--- src/rtl/led_pattern_sequencer_if.sv ---
// rtl/led_pattern_sequencer_if.sv - step-period cfg handshake and pattern table write bus
interface led_pattern_sequencer_if #(
    parameter int DIV_W    = 20,
    parameter int NUM_LEDS = 4,
    parameter int AW       = 3
);
    logic                cfg_valid;
    logic                cfg_ready;
    logic [DIV_W-1:0]    cfg_div;
    logic                pat_we;
    logic [AW-1:0]       pat_addr;
    logic [NUM_LEDS-1:0] pat_data;

    modport master (
        output cfg_valid, cfg_div, pat_we, pat_addr, pat_data,
        input  cfg_ready
    );

    modport slave (
        input  cfg_valid, cfg_div, pat_we, pat_addr, pat_data,
        output cfg_ready
    );
endinterface

--- src/rtl/led_pattern_sequencer.sv ---
// rtl/led_pattern_sequencer.sv - tick-enable LED pattern sequencer with shadowed step period
module led_pattern_sequencer #(
    parameter int DIV_W       = 20,
    parameter int DEFAULT_DIV = 500000,
    parameter int NUM_LEDS    = 4,
    parameter int PAT_DEPTH   = 8,
    parameter int AW          = 3
) (
    input  logic                 clk_in,
    input  logic                 rstn,
    input  logic                 start,
    input  logic                 stop,
    input  logic                 loop_en,
    input  logic [AW-1:0]        pat_len,
    led_pattern_sequencer_if.slave bus,
    output logic [NUM_LEDS-1:0]  led,
    output logic                 tick,
    output logic [AW-1:0]        step_idx,
    output logic                 busy,
    output logic                 done
);

    typedef enum logic [1:0] {IDLE, RUN, DONE} state_t;

    localparam logic [AW-1:0]    IDX0 = '0;
    localparam logic [DIV_W-1:0] DIV1 = DIV_W'(1);

    state_t              state;
    logic [NUM_LEDS-1:0] mem [PAT_DEPTH];
    logic [DIV_W-1:0]    cnt;
    logic [DIV_W-1:0]    div_active;
    logic [DIV_W-1:0]    shadow;
    logic                cfg_pend;
    logic                cfg_ret;
    logic                cfg_ready_q;
    logic [AW-1:0]       len_q;

    assign bus.cfg_ready = cfg_ready_q;

    always_ff @(posedge clk_in or negedge rstn) begin
        if (!rstn) begin
            state       <= IDLE;
            led         <= '0;
            tick        <= 1'b0;
            step_idx    <= '0;
            busy        <= 1'b0;
            done        <= 1'b0;
            cnt         <= '0;
            div_active  <= DIV_W'(DEFAULT_DIV);
            shadow      <= DIV1;
            cfg_pend    <= 1'b0;
            cfg_ret     <= 1'b0;
            cfg_ready_q <= 1'b1;
            len_q       <= '0;
            for (int i = 0; i < PAT_DEPTH; i++) mem[i] <= '0;
        end else begin
            tick <= 1'b0;
            if (bus.pat_we) mem[bus.pat_addr] <= bus.pat_data;

            // cfg_ready is freed one cycle after the shadow reaches div_active
            if (cfg_ret) begin
                cfg_ready_q <= 1'b1;
                cfg_ret     <= 1'b0;
            end
            if (bus.cfg_valid && cfg_ready_q) begin
                shadow      <= (bus.cfg_div == '0) ? DIV1 : bus.cfg_div;
                cfg_pend    <= 1'b1;
                cfg_ready_q <= 1'b0;
            end
            if (cfg_pend && state != RUN) begin
                div_active <= shadow;
                cfg_pend   <= 1'b0;
                cfg_ret    <= 1'b1;
            end

            if (stop) begin
                state    <= IDLE;
                led      <= '0;
                step_idx <= '0;
                busy     <= 1'b0;
                done     <= 1'b0;
                cnt      <= '0;
                if (state == RUN && cfg_pend) begin
                    cfg_pend    <= 1'b0;
                    cfg_ready_q <= 1'b1;
                end
            end else if (start) begin
                state    <= RUN;
                step_idx <= IDX0;
                led      <= mem[IDX0];
                tick     <= 1'b1;
                len_q    <= pat_len;
                cnt      <= '0;
                busy     <= 1'b1;
                done     <= 1'b0;
            end else if (state == RUN) begin
                if (cnt == div_active - DIV1) begin
                    cnt  <= '0;
                    tick <= 1'b1;
                    // a pending period takes effect only from the new step on
                    if (cfg_pend) begin
                        div_active <= shadow;
                        cfg_pend   <= 1'b0;
                        cfg_ret    <= 1'b1;
                    end
                    if (step_idx < len_q) begin
                        step_idx <= step_idx + AW'(1);
                        led      <= mem[step_idx + AW'(1)];
                    end else if (loop_en) begin
                        step_idx <= IDX0;
                        led      <= mem[IDX0];
                    end else begin
                        state <= DONE;
                        busy  <= 1'b0;
                        done  <= 1'b1;
                    end
                end else begin
                    cnt <= cnt + DIV1;
                end
            end
        end
    end

endmodule

--- src/flat_wrapper.sv ---
// flat-port wrapper written by rule: the top's interface ports become plain ports
module led_pattern_sequencer_flat 
#(
    parameter int DIV_W       = 20,
    parameter int DEFAULT_DIV = 500000,
    parameter int NUM_LEDS    = 4,
    parameter int PAT_DEPTH   = 8,
    parameter int AW          = 3
)
  (clk_in, rstn, start, stop, loop_en, pat_len, led, tick, step_idx, busy, done, bus_cfg_valid, bus_cfg_div, bus_pat_we, bus_pat_addr, bus_pat_data, bus_cfg_ready);
  led_pattern_sequencer_if #(.DIV_W(DIV_W), .NUM_LEDS(NUM_LEDS), .AW(AW)) bus_i ();
  input  logic clk_in;
  input  logic rstn;
  input  logic start;
  input  logic stop;
  input  logic loop_en;
  input  logic [AW-1:0] pat_len;
  output logic [NUM_LEDS-1:0] led;
  output logic tick;
  output logic [AW-1:0] step_idx;
  output logic busy;
  output logic done;
  input wire logic [$bits(bus_i.cfg_valid)-1:0] bus_cfg_valid;
  input wire logic [$bits(bus_i.cfg_div)-1:0] bus_cfg_div;
  input wire logic [$bits(bus_i.pat_we)-1:0] bus_pat_we;
  input wire logic [$bits(bus_i.pat_addr)-1:0] bus_pat_addr;
  input wire logic [$bits(bus_i.pat_data)-1:0] bus_pat_data;
  output wire logic [$bits(bus_i.cfg_ready)-1:0] bus_cfg_ready;
  assign bus_i.cfg_valid = bus_cfg_valid;
  assign bus_i.cfg_div = bus_cfg_div;
  assign bus_i.pat_we = bus_pat_we;
  assign bus_i.pat_addr = bus_pat_addr;
  assign bus_i.pat_data = bus_pat_data;
  assign bus_cfg_ready = bus_i.cfg_ready;
  led_pattern_sequencer #(.DIV_W(DIV_W), .DEFAULT_DIV(DEFAULT_DIV), .NUM_LEDS(NUM_LEDS), .PAT_DEPTH(PAT_DEPTH), .AW(AW)) u_core (.clk_in(clk_in), .rstn(rstn), .start(start), .stop(stop), .loop_en(loop_en), .pat_len(pat_len), .bus(bus_i), .led(led), .tick(tick), .step_idx(step_idx), .busy(busy), .done(done));
endmodule
--- config.mk ---
export PLATFORM = sky130hd
export DESIGN_NAME = led_pattern_sequencer_flat
export DESIGN_NICKNAME = d
export VERILOG_FILES = /design/src/rtl/led_pattern_sequencer_if.sv /design/src/rtl/led_pattern_sequencer.sv /design/src/flat_wrapper.sv
export SDC_FILE = /design/constraint.sdc
export NUM_CORES = 1
export LEC_CHECK = 0
export ABC_CLOCK_PERIOD_IN_PS = 9500
export BUFFER_PORTS_ARGS = -buffer_cell sky130_fd_sc_hd__buf_2
export CAP_MARGIN = 15
export CORE_AREA = 2 2 116 118
export DETAILED_ROUTE_END_ITERATION = 6
export DIE_AREA = 0 0 118 120
export PLACE_DENSITY = 0.67
export SYNTH_ARGS = -nofsm -noshare
export SYNTH_HDL_FRONTEND = slang
export SYNTH_SLANG_ARGS = --single-unit
--- constraint.sdc ---
create_clock -name clk_in -period 9.5 [get_ports clk_in]
set_input_delay 0 -clock clk_in [delete_from_list [all_inputs] [get_ports clk_in]]
set_output_delay 0 -clock clk_in [all_outputs]
set_load 0.02 [all_outputs]
==> run summary <==
Largest cells by area after synthesis = dfrtp_1 (44%), mux2_2 (14%), dfstp_2 (4.2%)
Count of endpoints failing hold in the final timing report = 0
Final clock skew = 4.05 ps
Number of standard-cell rows in the floorplan = 42
Setup TNS = 0 ps
Share of the synthesized area in the top cell type = 0.443
Maximum number of pins on one net before global-route repair = 59
R2R cell count = 10
Maximum operating frequency = 258 MHz
Critical Path Fanout Max = 18
FF-to-FF End = u_core.led[1]
Number of diodes added for antenna fixing = 0
Final period util = 0.408
Setup repair after global routing missed its margin = false
Port Buffers = 47
Type of the most critical hold path = in -> reg
Initial antenna violation count = 0
Final Core Density = 0.504
Routed vias/inst = 5.58
Flip-flop and latch count after synthesis = 108
Status = finished clean
CP max stage cell = or4_4
Net Sw Frac = 0.322
Router iterations before antenna repair = 5
Clock Sink Count = 108
Clock transition at the registers of the reported paths = 70 ps
Sequential cell fraction of total power = 0.476
Cell chain of the critical path = inv_1, ha_1, or4b_1, nor4b_4, xor2_1, o221a_2, o21a_1, or4_4, o31ai_4, mux2_2
HPWL after DPL = 8840 microns
Power per cell area = 231 nW/um^2
RePlAce Congestion = 0.894
Worst Max-Slew Pin Slew = 936 ps
Final Net Count = 601
Instance count on the critical path = 10
Overall global routing resource usage = 0.185
Clock power share = 0.251
CTS HTree Levels = 3
Endpoint arrival time on the critical path = 4120 ps
Grt ovf = 0
Largest buffer count on any clock path = 2
Static leakage = 2.71 nW
Main synth FF type = dfrtp_1
Total core area = 13000 sq um
Post-synthesis async set-or-reset flop share = 1.00
DRC = 0
Global-route wire length before repair = 21000 microns
Number of pins exceeding their max-slew limit in the final report = 0
Worst setup SP type = flip-flop
Number of inserted filler cells in the final layout = 1149
Worst hold path stage count = 3
Number of setup violations in the final report = 0
Initial core utilization = 0.431
Part of the Yosys area used for sequential elements = 0.485
Relative contribution of combinational cells to total power = 0.273
Worst Hold Endpoint = u_core.tick
R2R Setup Slk = 5620 ps
Startpoint of the worst hold path = start
Required arrival time at the worst endpoint = 9740 ps
Summed instance area of the synthesized netlist = 5600 sq um
Clock latency on the worst-skew pair = 350 ps
Synthesis warning total = 0
Top cell type by total area after synthesis = dfrtp_1
Kind of critical path = reg -> reg
Number of placed I/O pins = 48
Cell family with most CP delay = simple AND/OR/NAND/NOR gates
Die X = 118 microns
Post-DR wirelength/cell = 16.7 microns
Clock Root Buffer = clkbuf_16
Growth of design area from synthesis to finish = 16.8%
Synth Net Count = 539
Number of instances in the synthesized netlist = 497
Synthesized area per cell = 11.3 sq um
Starting DRC count in detailed routing = 344
Time the final worst path needs with I/O delays and setup = 3880 ps
Switch Pwr = 0.487 mW
Max IR drop VDD = 0.000132 V
Share of layout cells above drive strength 1 = 0.294
Die height = 120 microns
WL final = 12400 microns
TritonCTS clock tree = built
Detailed-route via count = 4130
Number of global-route vias before repair = 4137
Number of clock buffers inserted by TritonCTS = 9
Distinct cells, synth = 57
Max-cap viol count = 0
Die Outline Area = 14200 sq um
Post-route antenna net violation count = 0
Internal Dissipation = 1.02 mW
Number of synthesized flops with an enable pin = 0
Kind of end point of the critical path = flip-flop
Worst slew margin = 0.374
Buffers & Inverters on Critical Path = 1
Delay of the slowest critical-path stage = 680 ps
==> cell families (layout without fill, tap and decap cells) <==
kind of cell / after synthesis / count (layout) / share of synthesized area
buffers and inverters: 35 / 102 / 0.0270
XOR/XNOR: 34 / 34 / 0.0532
AO/OA/AOI/OAI: 56 / 56 / 0.0693
flip-flops: 108 / 108 / 0.485
AND/OR/NAND/NOR: 172 / 172 / 0.165
multiplexers: 87 / 87 / 0.190
adder cells (fa/ha/maj): 5 / 5 / 0.0112
==> placed cells by master, fill, tap and decap left out, types with 8 or more instances in the layout <==
cell type and n:
xnor2_1 16, nand2_1 37, nand3_1 21, nor2_1 37, mux2_2 72, inv_1 10, clkbuf_16 9, mux4_2 8
o21ai_0 18, nand4_1 13, dlygate4sd3_1 27, dfrtp_1 99, xor2_1 18, buf_2 46, nor4_1 11, dfstp_2 9
nor3_1 12
==> Yosys cell counts (3+ instances only) <==
cell,n
o22ai_1,3
and2_1,4
mux4_2,8
nand2b_1,6
o21ai_0,18
dfrtp_1,99
nor3_1,12
a21oi_1,6
nand4_1,13
buf_2,3
a31oi_1,6
clkbuf_1,18
nand3_1,21
and3_1,5
nor4_1,11
nand4b_1,6
inv_1,10
xnor2_1,16
mux2_2,72
xor2_1,18
nor2_1,37
dfstp_2,9
mux2i_1,7
nand2_1,37
ha_1,5
a211oi_1,5
==> worst reg2reg max path, stage by stage (launching register included) <==
cell,delay (ps)
dfrtp_1,420
inv_1,90
ha_1,210
or4b_1,620
nor4b_4,390
xor2_1,120
o221a_2,260
o21a_1,220
or4_4,680
o31ai_4,370
mux2_2,380
==> per-layer routing <==
layer,share of wire,vias up,GRT usage
met4,0.015,0,0.0648
met5,0,-,0
met2,0.49,101,0.308
met3,0.032,10,0.0228
met1,0.46,2088,0.251
li1,-,1931,-
==> per-stage QoR <==
step                      area, sq um  cells  hold slack [ps]  total power [mW]  setup slack, ps
final                            6540    740             5.61              1.51             5620
after global routing             6540    740             8.74              1.60             5480
after CTS                        6540    740             3.93              1.52             5640
after detailed placement         5970    697             71.2              1.13             5680
after global placement           5970    697             63.3              1.10             5760
after floorplan                  5600    497             -296              1.01             6000
==> cell type report <==
class | instances | area, sq um | share of cell area
Clock buffer | 9 | 225 | 0.0344
Clock inverter | 7 | 75.1 | 0.0115
Inverter | 10 | 37.5 | 0.00574
Multi-Input combinational cell | 354 | 2740 | 0.420
Sequential cell | 108 | 2710 | 0.415
Tap cell | 176 | 220 | 0.0337
Timing Repair Buffer | 76 | 523 | 0.0800
==> how the worst max path moves through the flow <==
stage                     slack (ps)             to
after detailed placement        5680  u_core.led[1]
after CTS                       5640  u_core.led[1]
final                           5620  u_core.led[1]
after global routing            5480  u_core.led[1]
after global placement          5760  u_core.led[2]
after floorplan                 6000  u_core.led[0]
==> power by group through the flow <==
stage / Clock [mW] / Sequential [mW] / Combinational, mW
2_1_floorplan: 0 / 0.679 / 0.332
3_3_place_gp: 0 / 0.715 / 0.389
3_5_place_dp: 0 / 0.726 / 0.403
4_1_cts: 0.386 / 0.716 / 0.414
5_1_grt: 0.409 / 0.739 / 0.454
6_report: 0.380 / 0.719 / 0.413
==> repair_timing <==
action                    in CTS  in global routing
setup buffers                  0                  0
hold buffers                  27                  0
gates resized for setup        0                  0
hold endpoints to repair      91                  0
No activity file was read; power rests on OpenSTA's default activity.
